--- src/rtl/fft_stage_controller.sv ---
// ============================================================================
// Module   : fft_stage_controller
// Brief    : Radix-2 DIT FFT sequencer. Walks every stage and butterfly and
//            emits operand and twiddle addresses with a valid/ready handshake.
// Revision : 1.0  initial release
// ============================================================================
`default_nettype none

module fft_stage_controller #(
    parameter int LOG2_NFFT    = 5,
    parameter int DATA_WIDTH   = 16,
    parameter int DRAIN_CYCLES = 4
) (
    input  logic                           clk,
    input  logic                           rst_n,
    input  logic                           start,
    input  logic                           bf_ready,
    output logic                           bf_valid,
    output logic [LOG2_NFFT-1:0]           addr_a,
    output logic [LOG2_NFFT-1:0]           addr_b,
    output logic [DATA_WIDTH-1:0]          tw_addr,
    output logic [$clog2(LOG2_NFFT):0]     stage,
    output logic                           busy,
    output logic                           done
);

    localparam int SW = $clog2(LOG2_NFFT) + 1;

    localparam logic [SW-1:0]        c_last_stage = SW'(LOG2_NFFT - 1);
    localparam logic [LOG2_NFFT-2:0] c_last_beat  = '1;
    localparam logic [3:0]           c_drain_last = (DRAIN_CYCLES == 0) ? 4'd0
                                                  : 4'(DRAIN_CYCLES - 1);

    typedef enum logic [1:0] {
        S_IDLE  = 2'd0,
        S_RUN   = 2'd1,
        S_DRAIN = 2'd2,
        S_DONE  = 2'd3
    } state_t;

    state_t                 r_state, w_state_n;
    logic [SW-1:0]          r_stage, w_stage_n;
    logic [LOG2_NFFT-2:0]   r_b, w_b_n;
    logic [3:0]             r_drain, w_drain_n;
    logic                   r_bf_valid, w_valid_n;
    logic                   r_busy, w_busy_n;
    logic                   r_done, w_done_n;
    logic [LOG2_NFFT-1:0]   r_addr_a, r_addr_b;
    logic [DATA_WIDTH-1:0]  r_tw_addr;

    logic [LOG2_NFFT-1:0]   w_b_ext, w_mask, w_pos, w_span, w_a, w_bb, w_tw;

    always_ff @(posedge clk or negedge rst_n) begin
        if (!rst_n) begin
            r_state <= S_IDLE;
        end else begin
            r_state <= w_state_n;
        end
    end

    always_comb begin
        w_state_n = r_state;
        w_stage_n = r_stage;
        w_b_n     = r_b;
        w_drain_n = r_drain;
        w_valid_n = 1'b0;
        w_busy_n  = r_busy;
        w_done_n  = 1'b0;
        case (r_state)
            S_IDLE: begin
                if (start) begin
                    w_state_n = S_RUN;
                    w_stage_n = '0;
                    w_b_n     = '0;
                    w_valid_n = 1'b1;
                    w_busy_n  = 1'b1;
                end
            end
            S_RUN: begin
                w_valid_n = 1'b1;
                if (bf_ready) begin
                    if (r_b == c_last_beat) begin
                        w_b_n     = '0;
                        w_drain_n = '0;
                        w_valid_n = 1'b0;
                        w_state_n = S_DRAIN;
                    end else begin
                        w_b_n = r_b + 1'b1;
                    end
                end
            end
            S_DRAIN: begin
                w_drain_n = r_drain + 1'b1;
                // With no drain requested the stage boundary still costs one cycle
                if (r_drain >= c_drain_last) begin
                    w_drain_n = '0;
                    if (r_stage == c_last_stage) begin
                        w_state_n = S_DONE;
                        w_done_n  = 1'b1;
                        w_busy_n  = 1'b0;
                    end else begin
                        w_state_n = S_RUN;
                        w_stage_n = r_stage + 1'b1;
                        w_valid_n = 1'b1;
                    end
                end
            end
            S_DONE: begin
                w_state_n = S_IDLE;
                w_stage_n = '0;
            end
            default: begin
                w_state_n = S_IDLE;
            end
        endcase
    end

    // Addresses for the beat that will be presented next cycle:
    // addr_a = (group << (s+1)) | pos, i.e. the group bits shifted up by one.
    always_comb begin
        w_b_ext = {1'b0, w_b_n};
        w_mask  = ~({LOG2_NFFT{1'b1}} << w_stage_n);
        w_pos   = w_b_ext & w_mask;
        w_span  = {{(LOG2_NFFT-1){1'b0}}, 1'b1} << w_stage_n;
        w_a     = ((w_b_ext & ~w_mask) << 1) | w_pos;
        w_bb    = w_a | w_span;
        w_tw    = w_pos << (c_last_stage - w_stage_n);
    end

    always_ff @(posedge clk or negedge rst_n) begin
        if (!rst_n) begin
            r_stage    <= '0;
            r_b        <= '0;
            r_drain    <= '0;
            r_bf_valid <= 1'b0;
            r_busy     <= 1'b0;
            r_done     <= 1'b0;
            r_addr_a   <= '0;
            r_addr_b   <= '0;
            r_tw_addr  <= '0;
        end else begin
            r_stage    <= w_stage_n;
            r_b        <= w_b_n;
            r_drain    <= w_drain_n;
            r_bf_valid <= w_valid_n;
            r_busy     <= w_busy_n;
            r_done     <= w_done_n;
            if (w_valid_n) begin
                r_addr_a  <= w_a;
                r_addr_b  <= w_bb;
                r_tw_addr <= {{(DATA_WIDTH-LOG2_NFFT){1'b0}}, w_tw};
            end else begin
                r_addr_a  <= '0;
                r_addr_b  <= '0;
                r_tw_addr <= '0;
            end
        end
    end

    assign bf_valid = r_bf_valid;
    assign addr_a   = r_addr_a;
    assign addr_b   = r_addr_b;
    assign tw_addr  = r_tw_addr;
    assign stage    = r_stage;
    assign busy     = r_busy;
    assign done     = r_done;

endmodule

`default_nettype wire

--- config.mk ---
export PLATFORM = sky130hd
export DESIGN_NAME = fft_stage_controller
export DESIGN_NICKNAME = d
export VERILOG_FILES = /design/src/rtl/fft_stage_controller.sv
export SDC_FILE = /design/constraint.sdc
export NUM_CORES = 1
export LEC_CHECK = 0
export ABC_AREA = 1
export CORE_MARGIN = 3
export CORE_UTILIZATION = 51
export DETAILED_ROUTE_END_ITERATION = 12
export GPL_TIMING_DRIVEN = 1
export HOLD_SLACK_MARGIN = 0.02
export PLACE_DENSITY = 0.79
export SETUP_SLACK_MARGIN = 0.3
export SLEW_MARGIN = 20
export SYNTH_ARGS = -nofsm -noshare
export SYNTH_HDL_FRONTEND = slang
export SYNTH_SLANG_ARGS = --single-unit
--- constraint.sdc ---
create_clock -name clk -period 2.7 [get_ports clk]
set_clock_uncertainty 0.2 [all_clocks]
set_input_delay 0.54 -clock clk [delete_from_list [all_inputs] [get_ports clk]]
set_output_delay 0.54 -clock clk [all_outputs]
set_load 0.005 [all_outputs]
---- Word level (Yosys, flattened, before mapping) ----
Cells that the tools add are included.
word-level totals
  bits in registers ....................... 32
  latch bits .............................. 0
  memory bits (writable) .................. 0
  bits in read-only memories .............. 0
  bits of input ports ..................... 4
  output and inout bits ................... 33
  memories ................................ 0
cells by class
  add/sub/neg operators ................... 4
  multipliers ............................. 0
  divide/modulo/power cells ............... 0
  magnitude comparators ................... 1
  eq/ne operators ......................... 10
  shifts and indexed selects .............. 3
  multiplexer cells ....................... 34
  bitwise operators ....................... 6
  reduce and logical (&&, ||, !) cells .... 6
operators by type and width
  operator                                                            number
  2-to-1 mux 4 bit                                                    9
  one-hot mux 4 bit (2 select lines)                                  2
  2-to-1 mux 5 bit                                                    3
  adder 4 x 1 -> 4 bit (second input constant)                        3
  one-hot mux 4 bit (3 select lines)                                  1
  2-to-1 mux 1 bit                                                    11
  2-to-1 mux 2 bit                                                    5
  inequality test 2 bit (second input constant)                       5
  bitwise OR 5 bit                                                    2
  one-hot mux 2 bit (4 select lines)                                  1
  AND reduction 4 bit                                                 2
  bitwise AND 4 x 5 -> 5 bit                                          1
  inverter 5 bit                                                      1
  << shifter 1 x 4 -> 5 bit (first input constant)                    1
  << shifter 5 x 4 -> 5 bit                                           1
  << shifter 5 x 4 -> 5 bit (first input constant)                    1
  bitwise AND 4 bit                                                   1
  == test 2 bit (second input constant)                               2
  == test 4 x 3 -> 1 bit (second input constant)                      1
  == test 4 bit (second input constant)                               1
  greater-or-equal comparator 4 x 2 -> 1 bit (second input constant)  1
  inverter 4 bit                                                      1
  nonzero test 2 bit                                                  2
  subtractor 3 x 4 -> 4 bit (first input constant)                    1
  other kinds (5)                                                     5

---- Longest topological paths before layout ----
  word-level depth ........................ 11
  gate-level depth with buffers ........... 15

---- Worst setup path after synthesis ----
No wires, ideal clock.
  kind .................................... flip-flop to flip-flop
  start ................................... register r_stage[0] (netlist: stage[0])
  end ..................................... register r_tw_addr[4] (netlist: tw_addr[4])
  library setup time ...................... 0.077 ns
  arrival time ............................ 1.972 ns
  setup slack ............................. 0.451 ns
  cell stages (with the launch flop) ...... 16
  path buffers ............................ 0
  clock period less this slack ............ 2.249 ns
  cell sequence ........................... dfrtp_1 -> inv_1 -> ha_1 -> nand2_1 -> nor2_1 -> nand2_1 -> nand4_1 -> nand2_2 -> inv_2 -> ha_1 -> inv_1 -> nor2_1 -> nand3_1 -> nand2_1 -> inv_1 -> a21oi_1
between the ends
  longest elaborated chain between the ends .. 9
ends and longest elaborated chain
  element                                                                line     RTL
  start, declared                                                        42       logic [SW-1:0] r_stage, w_stage_n;
  start signal, assigned                                                 142      r_stage <= w_stage_n;
  adder 4 x 1 -> 4 bit / == test 4 x 3 -> 1 bit (equally long branches)  103, 97
  2-to-1 mux 4 bit                                                       97       if (r_stage == c_last_stage) begin
  2-to-1 mux 4 bit                                                       95       if (r_drain >= c_drain_last) begin
  one-hot mux 4 bit (3 select lines) *                                   69       case (r_state)
  named net w_stage_n[0]                                                 42
  << shifter 5 x 4 -> 5 bit                                              122      w_mask = ~({LOG2_NFFT{1'b1}} << w_stage_n);
  inverter 5 bit                                                         122
  bitwise AND 4 x 5 -> 5 bit                                             123      w_pos = w_b_ext & w_mask;
  << shifter 5 x 4 -> 5 bit *                                            127      w_tw = w_pos << (c_last_stage - w_stage_n);
  2-to-1 mux 5 bit *                                                     148      if (w_valid_n) begin
  end signal, assigned                                                   151      r_tw_addr <= {{(DATA_WIDTH-LOG2_NFFT){1'b0}}, w_tw};
  end, declared                                                          49       logic [DATA_WIDTH-1:0] r_tw_addr;
Mark *: on every way through the listed nets, which the timed path passes. The rest lies on a longest branch.
A chain may end at the register's enable or synchronous reset.

---- Worst setup path in the final report ----
  start ................................... register r_stage[0] (netlist: stage[0])
  end ..................................... register r_tw_addr[4] (netlist: tw_addr[4])
between the ends
  longest elaborated chain between the ends .. 9
ends and longest elaborated chain
  element                                                                line
  adder 4 x 1 -> 4 bit / == test 4 x 3 -> 1 bit (equally long branches)  103, 97
  2-to-1 mux 4 bit                                                       97
  2-to-1 mux 4 bit                                                       95
  one-hot mux 4 bit (3 select lines)                                     69
  << shifter 5 x 4 -> 5 bit                                              122
  inverter 5 bit                                                         122
  bitwise AND 4 x 5 -> 5 bit                                             123
  << shifter 5 x 4 -> 5 bit                                              127
  2-to-1 mux 5 bit *                                                     148
Every way passes the cells marked *; elsewhere a longest branch is shown, timed or not.

==> metrics <==
clock group share of total power 13.7%; H-tree depth 2; simple-gate share of the synthesized area 29.1%; Syn Area/Cell 7.95 µm²; status completed; Final Hold Vio Count 0; antenna violations before repair 0; Synth Area in Compound Gates roughly 7.1%; Worst path max stage delay 0.41 ns; pwr dens 1100 mW/mm²; power share of the sequential group 26.4%; Mapped Cells approximately 230; die area 0.00431 mm²; mux cell area share after synthesis 0%; Max Root-Sink Buffers 2; gpl congestion 0.890; synthesized cell area 0.00181 mm²; Crit path max-delay family simple AND/OR/NAND/NOR gates; CP Data Required Time 2.78 ns; post-route ant nets 0; Final Power roughly 2.7 mW; GRT overflow 0; Worst Path Buf+Inv 1; # DRC 0; largest family of logic cells by synthesized area simple AND/OR/NAND/NOR gates; Arr. time, crit path 2.43 ns; Post-DP HPWL between 2000 and 3000 µm; DRT Wirelength around 4200 µm; final setup fails 0; RR Startpoint stage[0]; Synth Register Bits 32; vias in the first global route 1488; Ys Warns 0; RSZ-0062 raised after global routing no; worst reg2reg path endpoint tw_addr[4]; Crit. End Element flip-flop; Root Driver clkbuf_4; layout cells sized above 1 about 22%; Reg2Reg Setup Slack 0.34 ns; global-route wire length before repair 6480 µm; Synth Area in XOR/XNOR 0%; Final min period 2.36 ns; DRT Pass-1 Iters 4; crit share post-route 87.3%; row count 21; hold slack between 0.2 and 0.3 ns; max-cap viol count 0; n_diodes 0; clock input transition at the sequential cells of the worst setup and hold paths 0.11 ns; core footprint ~0.0034 mm²; chip width 65.6 µm; P&R area growth vs syn 32.7%; Initial DRC Count 100; CTS Sinks 32; Die Height 65.6 µm; leakage 1.23 nW; Crit Path Class flip-flop to flip-flop; largest net degree at the start of global routing 33; Netlist cell types 25; hold_sp r_drain[0]; Crit Path Max Fanout 5; I/O Pins 37; FMAX 0.424 GHz; R2R depth 14; register area share after synthesis 44.2%; Worst-Skew Late Latency 0.33 ns; Worst setup SP type flip-flop; combinational share of power between 50% and 60%; Max IR drop VDD 649 µV; GRT Util Overall 19.7%; WHS Path Cells 1; post-DR wirelength/cell 12.8 µm; Min-Delay Path Class flip-flop to flip-flop; Max Slew Vio Count 0; hold path endpoint r_drain[0]; Starting Density around 53%; number of CTS-inserted buffers 5; Net Sw Frac between 40% and 50%; P_sw roughly 1.1 mW; adder-cell share of the synthesized area approximately 7.6%; via density per instance ~5.1; internal power 1.53 mW; crit-path cells inv_2 > ha_4 > nand2_1 > nor2_2 > nand2_2 > nand4_1 > nand2_2 > ha_4 > ha_4 > nand3_4 > nand4_1 > nand2_1 > nand2_1 > a21oi_2; Final nets 295; Via Count 1669; number of hold buffers added after CTS 0; Crit-path slowest cell dfrtp_1; CTS tree yes; PortBufs 25
==> layer usage <==
layer	track usage, %	share of wire (%)	vias to the layer above
li1	-	-	808
met1	25.7	42	792
met2	31.9	50	61
met3	3.93	5.7	8
met4	8.03	1.8	0
met5	0	0	-
==> layout make-up <==
class / instances / area [µm²]
clock buffer: 5 / 37.5
clock inverter: 3 / 42.5
fill: 265 / 983
inverter: 35 / 134
multi-input combinational: 160 / 923
sequential: 32 / 801
tap: 46 / 57.6
timing repair buffer: 46 / 410
==> cells in the mapped netlist <==
| cell type | count | area, µm² |
|---|---|---|
| a32o_1 | 1 | 10.0 |
| nand4_1 | 4 | 25.0 |
| nor2_4 | 3 | 33.8 |
| o21a_1 | 1 | 7.51 |
| nand2_2 | 1 | 6.26 |
| o21ai_1 | 5 | 25.0 |
| o21ai_2 | 3 | 26.3 |
| nand2_1 | 53 | 199 |
| or2_2 | 1 | 6.26 |
| conb_1 | 1 | 3.75 |
| nor2_2 | 2 | 12.5 |
| nor3_1 | 1 | 5.00 |
| nor2_1 | 24 | 90.1 |
| inv_1 | 27 | 101 |
| ha_1 | 11 | 138 |
| dfrtp_1 | 32 | 801 |
| buf_4 | 11 | 82.6 |
| o211ai_1 | 1 | 7.51 |
| a21oi_1 | 6 | 30.0 |
| o22ai_1 | 1 | 6.26 |
| a211oi_1 | 1 | 7.51 |
| a311oi_1 | 1 | 8.76 |
| nand3_2 | 1 | 10.0 |
| nand3_1 | 28 | 140 |
| inv_2 | 8 | 30.0 |
==> timing repair <==
item                       CTS  global route
setup buffers                1             7
setup endpoints to repair    7            10
pin swaps                    1             9
resized for setup            4            17
==> power by group through the flow <==
stage | combinational, mW | clock, mW | sequential, mW
after floorplan | 0.792 | 0 | 0.710
after global placement | 1.28 | 0 | 0.700
after detailed placement | 1.31 | 0 | 0.704
after CTS | 1.34 | 0.369 | 0.695
after global routing | 1.77 | 0.391 | 0.717
final | 1.59 | 0.364 | 0.700
==> how the worst max path moves through the flow <==
| stage | from | endpoint | slack [ns] | cells past startpoint |
|---|---|---|---|---|
| floorplan | stage[0] | tw_addr[4] | 0.45 | 15 |
| global placement | start | tw_addr[4] | -0.01 | 13 |
| detailed placement | start | tw_addr[4] | -0.08 | 13 |
| CTS | start | tw_addr[4] | 0.32 | 13 |
| global route | stage[0] | tw_addr[4] | 0.22 | 14 |
| finish | stage[0] | tw_addr[4] | 0.34 | 14 |
==> logic make-up after synthesis <==
kind of cell	after synthesis
AOI/OAI and AO/OA	20
adders and majority gates	11
buffers and inverters	46
DFF	32
other	1
and+or+nand+nor	118
==> metrics by stage <==
stage / util, % / setup slack [ns] / std cells / setup TNS, ns / cell area [µm²]
2_1_floorplan: - / 0.451 / 238 / 0 / 1850
3_3_place_gp: 64.1 / -0.0126 / 311 / -0.0186 / 2170
3_5_place_dp: 64.1 / -0.0800 / 311 / -0.330 / 2170
4_1_cts: 67.1 / 0.320 / 320 / 0 / 2270
5_1_grt: 71.0 / 0.223 / 327 / 0 / 2410
6_report: 71.0 / 0.344 / 327 / 0 / 2410
==> registers in the layout, indices dropped and copies added, names as in the netlist, 2 cells and up <==
name	count
r_state	2
stage	4
addr_a	5
r_drain	4
addr_b	5
tw_addr	5
r_b	4
==> cells in the final DEF (no fill, tap or decap), types with 2 or more instances in the layout <==
cell type / count
a21oi_1: 5
buf_4: 21
clkbuf_4: 5
clkdlybuf4s50_1: 24
conb_1: 11
dfrtp_1: 32
ha_1: 7
ha_4: 4
inv_1: 25
inv_2: 9
nand2_1: 51
nand2_2: 3
nand3_1: 26
nand3_2: 2
nand4_1: 4
nor2_1: 21
nor2_2: 5
nor2_4: 3
o21ai_1: 4
o21ai_2: 4
No activity file was read; power rests on OpenSTA's default activity.
